[config.mk]
export PLATFORM = sky130hd
export DESIGN_NAME = s32x_sh_bus_arb
export DESIGN_NICKNAME = d
export VERILOG_FILES = /design/src/rtl/s32x_sh_bus_arb_pkg.sv /design/src/rtl/s32x_sh_bus_arb_pick.sv /design/src/rtl/s32x_sh_bus_arb.sv
export SDC_FILE = /design/constraint.sdc
export NUM_CORES = 1
export LEC_CHECK = 0
export BUFFER_PORTS_ARGS = -buffer_cell sky130_fd_sc_hd__buf_4
export CORE_AREA = 2 2 39 41
export CTS_CLUSTER_DIAMETER = 100
export DETAILED_ROUTE_END_ITERATION = 10
export DIE_AREA = 0 0 41 43
export PLACE_DENSITY = 0.69
export SYNTH_ARGS = -nofsm -noshare
export SYNTH_HDL_FRONTEND = slang
export SYNTH_SLANG_ARGS = --single-unit
[constraint.sdc]
create_clock -name CLK -period 2.9 [get_ports CLK]
set_clock_uncertainty 0.05 [all_clocks]
set_input_delay 0.145 -clock CLK [delete_from_list [all_inputs] [get_ports CLK]]
set_output_delay 0.145 -clock CLK [all_outputs]
set_load 0.02 [all_outputs]
[src/rtl/s32x_sh_bus_arb_pkg.sv]
// rtl/s32x_sh_bus_arb_pkg.sv - shared types and helpers for the SH-2 bus arbiter
package s32x_sh_bus_arb_pkg;

    typedef enum logic [1:0] {
        OWNED     = 2'd0,
        RELEASING = 2'd1,
        HANDOVER  = 2'd2
    } arb_state_t;

    localparam int MAX_MASTERS = 8;

    // First set bit of req scanning upward from ptr+1 with wrap over n masters; ptr itself is seen last.
    function automatic logic [2:0] next_rr(input logic [7:0] req, input logic [2:0] ptr, input int n);
        logic [2:0] idx;
        next_rr = ptr;
        for (int k = MAX_MASTERS; k >= 1; k--) begin
            if (k <= n) begin
                idx = 3'((int'(ptr) + k) % n);
                if (req[idx]) next_rr = idx;
            end
        end
    endfunction

endpackage

[src/rtl/s32x_sh_bus_arb_pick.sv]
// rtl/s32x_sh_bus_arb_pick.sv - combinational winner selection among non-owner requesters
module s32x_arb_pick
    import s32x_sh_bus_arb_pkg::*;
#(
    parameter int N  = 2,
    parameter int OW = 1
) (
    input  logic [N-1:0]  req,
    input  logic [OW-1:0] owner,
    input  logic          rr_mode,
    output logic [OW-1:0] idx,
    output logic          valid
);

    localparam logic [N-1:0] ONE = {{(N-1){1'b0}}, 1'b1};

    logic [N-1:0] cand;

    always_comb begin
        cand  = req & ~(ONE << owner);
        valid = |cand;
        idx   = '0;
        if (rr_mode) begin
            idx = OW'(next_rr(8'(cand), 3'(owner), N));
        end else begin
            for (int i = N - 1; i >= 0; i--) begin
                if (cand[i]) idx = OW'(i);
            end
        end
    end

endmodule

[src/rtl/s32x_sh_bus_arb.sv]
// rtl/s32x_sh_bus_arb.sv - N-master SH-2 external bus arbiter with release handshake and wait merge
module s32x_sh_bus_arb
    import s32x_sh_bus_arb_pkg::*;
#(
    parameter int  N_MASTERS   = 2,
    parameter int  RR_MODE     = 0,
    parameter int  MAX_HOLD    = 0,
    parameter int  PARK_MASTER = 0,
    localparam int OW          = (N_MASTERS > 1) ? $clog2(N_MASTERS) : 1
) (
    input  logic                 CLK,
    input  logic                 RST,
    input  logic                 CE_R,
    input  logic [N_MASTERS-1:0] REQ,
    input  logic [N_MASTERS-1:0] BUSY,
    input  logic [N_MASTERS-1:0] LOCK,
    input  logic                 SDR_WAIT,
    input  logic                 IF_WAIT_N,
    output logic [N_MASTERS-1:0] GNT,
    output logic [OW-1:0]        OWNER,
    output logic [N_MASTERS-1:0] RELEASE_REQ,
    output logic [N_MASTERS-1:0] WAIT_N
);

    localparam int                 HW       = (MAX_HOLD > 0) ? $clog2(MAX_HOLD + 1) : 1;
    localparam logic [HW-1:0]      HOLD_LIM = HW'(MAX_HOLD);
    localparam logic [OW-1:0]      PARK     = OW'(PARK_MASTER);
    localparam logic [N_MASTERS-1:0] ONE    = {{(N_MASTERS-1){1'b0}}, 1'b1};

    arb_state_t             state_q, state_d;
    logic [N_MASTERS-1:0]   gnt_q, gnt_d;
    logic [OW-1:0]          owner_q, owner_d;
    logic [OW-1:0]          next_q, next_d;
    logic [HW-1:0]          hold_q, hold_d;
    logic [OW-1:0]          pick_idx;
    logic                   pick_valid;

    // The owner index doubles as the round-robin pointer: the scan always starts after it.
    s32x_arb_pick #(
        .N  (N_MASTERS),
        .OW (OW)
    ) u_pick (
        .req     (REQ),
        .owner   (owner_q),
        .rr_mode (RR_MODE != 0),
        .idx     (pick_idx),
        .valid   (pick_valid)
    );

    always_comb begin
        state_d = state_q;
        gnt_d   = gnt_q;
        owner_d = owner_q;
        next_d  = next_q;
        hold_d  = hold_q;
        if (CE_R) begin
            case (state_q)
                OWNED: begin
                    if (pick_valid) begin
                        if (hold_q != HOLD_LIM) hold_d = hold_q + HW'(1);
                        if (!REQ[owner_q] ||
                            (RR_MODE == 0 && pick_idx < owner_q) ||
                            (MAX_HOLD != 0 && hold_q == HOLD_LIM))
                            state_d = RELEASING;
                    end
                end
                RELEASING: begin
                    // Winner is chosen here, so late higher-priority requests still win.
                    if (!pick_valid) begin
                        state_d = OWNED;
                    end else if (!BUSY[owner_q] && !LOCK[owner_q]) begin
                        gnt_d   = '0;
                        next_d  = pick_idx;
                        state_d = HANDOVER;
                    end
                end
                HANDOVER: begin
                    gnt_d   = ONE << next_q;
                    owner_d = next_q;
                    hold_d  = '0;
                    state_d = OWNED;
                end
                default: state_d = OWNED;
            endcase
        end
    end

    always_ff @(posedge CLK) begin
        if (RST) begin
            state_q <= OWNED;
            gnt_q   <= ONE << PARK;
            owner_q <= PARK;
            next_q  <= PARK;
            hold_q  <= '0;
        end else begin
            state_q <= state_d;
            gnt_q   <= gnt_d;
            owner_q <= owner_d;
            next_q  <= next_d;
            hold_q  <= hold_d;
        end
    end

    assign GNT         = gnt_q;
    assign OWNER       = owner_q;
    assign RELEASE_REQ = (state_q == RELEASING) ? (ONE << owner_q) : '0;
    // Owner sees the merged external wait; a parked requester is stalled; everyone else runs free.
    assign WAIT_N      = (gnt_q & {N_MASTERS{IF_WAIT_N & ~SDR_WAIT}}) | (~gnt_q & ~REQ);

endmodule
Yosys cells after proc, flatten, opt, wreduce, memory -nomap -nowiden

Cells that the tools add are included.

ROM bits: 0
Memories kept: 0
Output and inout bits: 7
Memory bits (writable): 0
Bits in latches: 0
Input bits: 11
Bits in registers: 6

Add/subtract/negate cells: 0
Div/mod/pow operators: 0
Magnitude comparators: 2
Shift-type cells: 2
$mul: 0
Muxes and demuxes: 17
Equality and inequality tests: 7
Bitwise logic cells: 9
Reduce and logical (&&, ||, !) cells: 12

Operators with widths:

| kind                | number |
|---|---|
| $mux 2              | 7 |
| $reduce_and 4->1    | 3 |
| $mux 1              | 8 |
| $ne 2x2->1 const B  | 4 |
| $pmux 2 s2          | 2 |
| $and 2x2->2         | 3 |
| $not 2->2           | 3 |
| $shl 1x1->2 const A | 2 |
| $logic_not 1->1     | 3 |
| $ne 3x3->1 const B  | 1 |
| $eq 2x1->1 const B  | 1 |
| $eq 2x2->1 const B  | 1 |
| $logic_not 2->1     | 1 |
| $lt 1x2->1 const B  | 1 |
| $or 2x2->2          | 1 |
| $reduce_and 2->1    | 1 |
| $reduce_bool 2->1   | 1 |
| $reduce_or 2->1     | 1 |
| $and 1x1->1         | 1 |
| $logic_and 1x1->1   | 1 |
| $logic_or 1x1->1    | 1 |
| $lt 1x1->1          | 1 |
| $not 1->1           | 1 |

Longest topological paths before layout

Depth in word-level cells: 10
Gate-level depth with buffers: 4
Depth with buffers taken out: 3

Hierarchy

From an unflattened synthesis, not the netlist that was laid out.

Cell total of the unflattened synthesis: 48
Area total of the unflattened synthesis: 405.4 um2

By module, submodules not included:

| module          | cells each | times used | sequential area each (um2) | area each (um2) |
|---|---|---|---|---|
| s32x_sh_bus_arb | 43         | 1          | 120.1                      | 379.1 |
| s32x_arb_pick   | 5          | 1          | 0.0                        | 26.3 |

Worst setup path after synthesis

OpenSTA, ideal clock, no wires.

Kind: reg-to-reg
Start: reg owner_q, in the netlist OWNER
End: reg state_q[0]
Data required time: 2.757 ns
Arrival time: 1.140 ns
Period minus slack after synthesis: 1.283 ns
Stages on the path, launching flop included: 4
Library setup time: 0.093 ns
Path slack: 1.617 ns
Path through: dfxtp_1 nor3_1 or2_1 o311ai_2

Cells in the longest elaborated chain, start to end: 9

Ends and longest elaborated chain:

| what                              | line                       | source |
|---|---|---|
| from (decl)                       | s32x_sh_bus_arb.sv:32      | `logic [OW-1:0] owner_q, owner_d;` |
| from (signal assigned)            | s32x_sh_bus_arb.sv:98      | `owner_q <= owner_d;` |
| $shl 1x1->2                       | s32x_sh_bus_arb_pick.sv:20 | `cand = req & ~(ONE << owner);` |
| $not 2->2                         | s32x_sh_bus_arb_pick.sv:20 |  |
| $and 2x2->2                       | s32x_sh_bus_arb_pick.sv:20 |  |
| $mux 1 (2 in a row)               | s32x_sh_bus_arb_pick.sv:27 | `if (cand[i]) idx = OW'(i);` |
| $lt 1x1->1                        | s32x_sh_bus_arb.sv:62      | `(RR_MODE == 0 && pick_idx < owner_q) \|\|` |
| $logic_or 1x1->1                  | s32x_sh_bus_arb.sv:61      | `if (!REQ[owner_q] \|\|` |
| $ne 2x2->1 (no source line)       | n/a                        |  |
| $reduce_and 4->1 (no source line) | n/a                        |  |
| to (signal assigned)              | s32x_sh_bus_arb.sv:96      | `state_q <= state_d;` |
| to (decl)                         | s32x_sh_bus_arb.sv:30      | `arb_state_t state_q, state_d;` |

Parallel ways exist; a longest one is shown, timed or not. The select of a mux whose other input is x is not followed.
A chain may end at the register's enable or synchronous reset.

Worst setup path in the final report

Start: reg state_q[1]
End: out RELEASE_REQ[1]

Cells in the longest elaborated chain, start to end: 2

Ends and longest elaborated chain:

| what       | line                   | source |
|---|---|---|
| $eq 2x1->1 | s32x_sh_bus_arb.sv:106 | `assign RELEASE_REQ = (state_q == RELEASING) ? (ONE << owner_q) : '0;` |
| $mux 2     | s32x_sh_bus_arb.sv:106 |  |
| to (decl)  | s32x_sh_bus_arb.sv:21  | `output logic [N_MASTERS-1:0] RELEASE_REQ,` |

Every way passes these cells.

==> qor.yml <==
route:
  wire_per_inst_um: 11.7
  vias_per_cell: 5.04
  totalWireLength_um: 973
  vias: 418
  remaining_drc_errors: 0
  ant_nets: 0
  drtIter0Drc: 10
  drt-pass1-iter-count: 4
run:
  drv_cap: 0
synthesis:
  syn-num-nets: 59
  yosysMostFrequentCell: "dfxtp_1"
  syn_area_per_cell_um2: 8.94
  async_flop_share_pct: 0
  synthCells: 48
  synth_area_leaders: "dfxtp_1 28%, nand2b_1 5.8%, mux2i_1 4.7%"
  ys_seq_area_share_pct: 28.0
  synth_area_um2: 429
  synth_top_cell_by_area: "dfxtp_1"
  synth_edf_count: 0
  ys.flop_type: "dfxtp_1"
  synth_cell_types: 30
  ys_warn_count: 0
  ys_top_cells_by_count: "6 x dfxtp_1, 4 x nand2b_1, 3 x inv_1, 3 x nand2_1, 3 x o21ai_0"
  synth_top_area_share_pct: 28.0
  synth-seq-cells: 6
floorplan:
  pin_count: 18
  die_h_um: 43
  core_area_um2: 1380
  die_w_um: 41
  start_util_pct: 31.0
  fp-row-count: 14
  dieArea_um2: 1760
cts:
  clockBufferDepth: 2
  ctsHoldBuffers: 0
  htree_num_levels: 1
  clock_latency_ns: 0.25
  cts_tree: "yes"
  ctsResizeCount: 0
  cts_setup_buffers: 0
  numClockSinks: 6
  cts_buffers: 3
  cts.clk_slew.worst_paths_ns: 0.05
  clock-root-buffer: "clkbuf_4"
place:
  routabilityCongestion: 0.691
  place_hpwl_um: 761
  port_buffers: 17
  dp.cells: 80
global_routing:
  grt_pass1_vias: 361
  grt-ovfl-total: 0
  grt_pass1_wl_um: 1470
  grt_start_max_net_pins: 11
  antenna_found_initial: 0
  grt_use_total_pct: 12.4
layout:
  area_delta_synth_final_pct: 38.8
  final_util_pct: 43.0
  antenna_cells: 0
  final_cell_count_no_fill: 83
  drive_gt1_share_pct: 41.8
  layout.nets: 80
timing:
  slew-limit-headroom_pct: 74.9
  final-setup-viol-count: 0
  min_period_over_period_pct: 48.7
  period_needed_ns: 1.41
  finalSetupTns_ns: 0
  drv_slew: 0
  rsz0062_at_grt: "false"
  fmax_mhz: 708
  hold_viol: 0
  tightestPinTransition_ns: 0.374
min_path:
  hold_depth: 2
  hp-class: "in2reg"
setup_path:
  worstPathRequired_ns: 2.71
  max_stage_delay_ns: 0.39
  worstSetupStartpointType: "flop"
  worstSetupPathType: "reg2out"
  slowest_stage: "dfxtp_1"
  worstPathArrival_ns: 1.22
  worst-r2r-cell-count: 3
  cp-end-kind: "primary output"
  crit_path_max_fanout: 5
  cp_cell_sequence: "and2b_2 > and2_1 > buf_4"
outcome:
  outcome: "finished, final reports clean"
pwr:
  ir_drop_mv: 0.229
  powerDensity_nw_per_um2: 337
  p_total_mw: 0.201
  leakagePower_nw: 0.267
==> cell families (layout without fill, tap and decap cells) <==
logic type	count (synthesis)	in the layout	synth area share, %
DFF	6	6	28.0
muxes	3	3	8.16
and+or+nand+nor	23	23	36.7
buffers and inverters	4	23	3.50
AOI/OAI and AO/OA	12	12	23.6
==> placed cells by master, fill, tap and decap left out, types with 2 or more instances in the layout <==
cell       instances
buf_4             17
clkbuf_4           3
dfxtp_1            6
inv_1              3
mux2i_1            2
nand2_1            3
nand2b_1           4
nand3b_1           2
nor2_1             2
o2111ai_1          2
o21ai_0            3
==> critical path: cells and delay by family, from the launching register on <==
kind          cells  cell delay (ns)
simple gates      2             0.43
flops             1             0.39
buf+inv           1             0.15
==> metrics by stage <==
| step | setup WS, ns | hold slack, ns | instance area [µm²] |
|---|---|---|---|
| 2_1_floorplan | 1.62 | 0.184 | 429 |
| 3_3_place_gp | 1.65 | 0.329 | 573 |
| 3_5_place_dp | 1.62 | 0.333 | 573 |
| 4_1_cts | 1.49 | 0.0720 | 596 |
| 5_1_grt | 1.45 | 0.0758 | 596 |
| 6_report | 1.49 | 0.0737 | 596 |
==> report_power, final <==
group          internal, mW  switching (mW)
sequential           0.0839         0.00160
combinational        0.0196          0.0173
clock                0.0469          0.0315
total                 0.150          0.0503
==> flip-flops by register name, indices dropped and copies added, names as in the netlist <==
| signal | count |
|---|---|
| OWNER | 1 |
| state_q | 2 |
| GNT | 2 |
| next_q | 1 |
==> path summary, 6_finish.rpt <==
check	from	end	slack [ns]
max	state_q[1]	RELEASE_REQ[1]	1.49
min	RST	state_q[1]	0.07
max reg2reg	OWNER	state_q[1]	1.63
min reg2reg	GNT[0]	GNT[0]	0.46
==> final cells by class <==
class	instances	area, µm²
well taps	16	20.0
inverters	3	11.3
multi-input cells	38	294
flip-flops and latches	6	120
clock buffers	3	22.5
repair buffers	17	128
fillers	140	788
==> routing by layer <==
layer / vias to the layer above / wire, µm / GRT usage [%]
met5: - / 0 / 0
met1: 197 / 417 / 14.9
met3: 2 / 13 / 4.71
met4: 0 / 9 / 4.00
met2: 3 / 533 / 19.4
li1: 216 / - / -
Note: power is estimated with default switching activity, not from simulation.
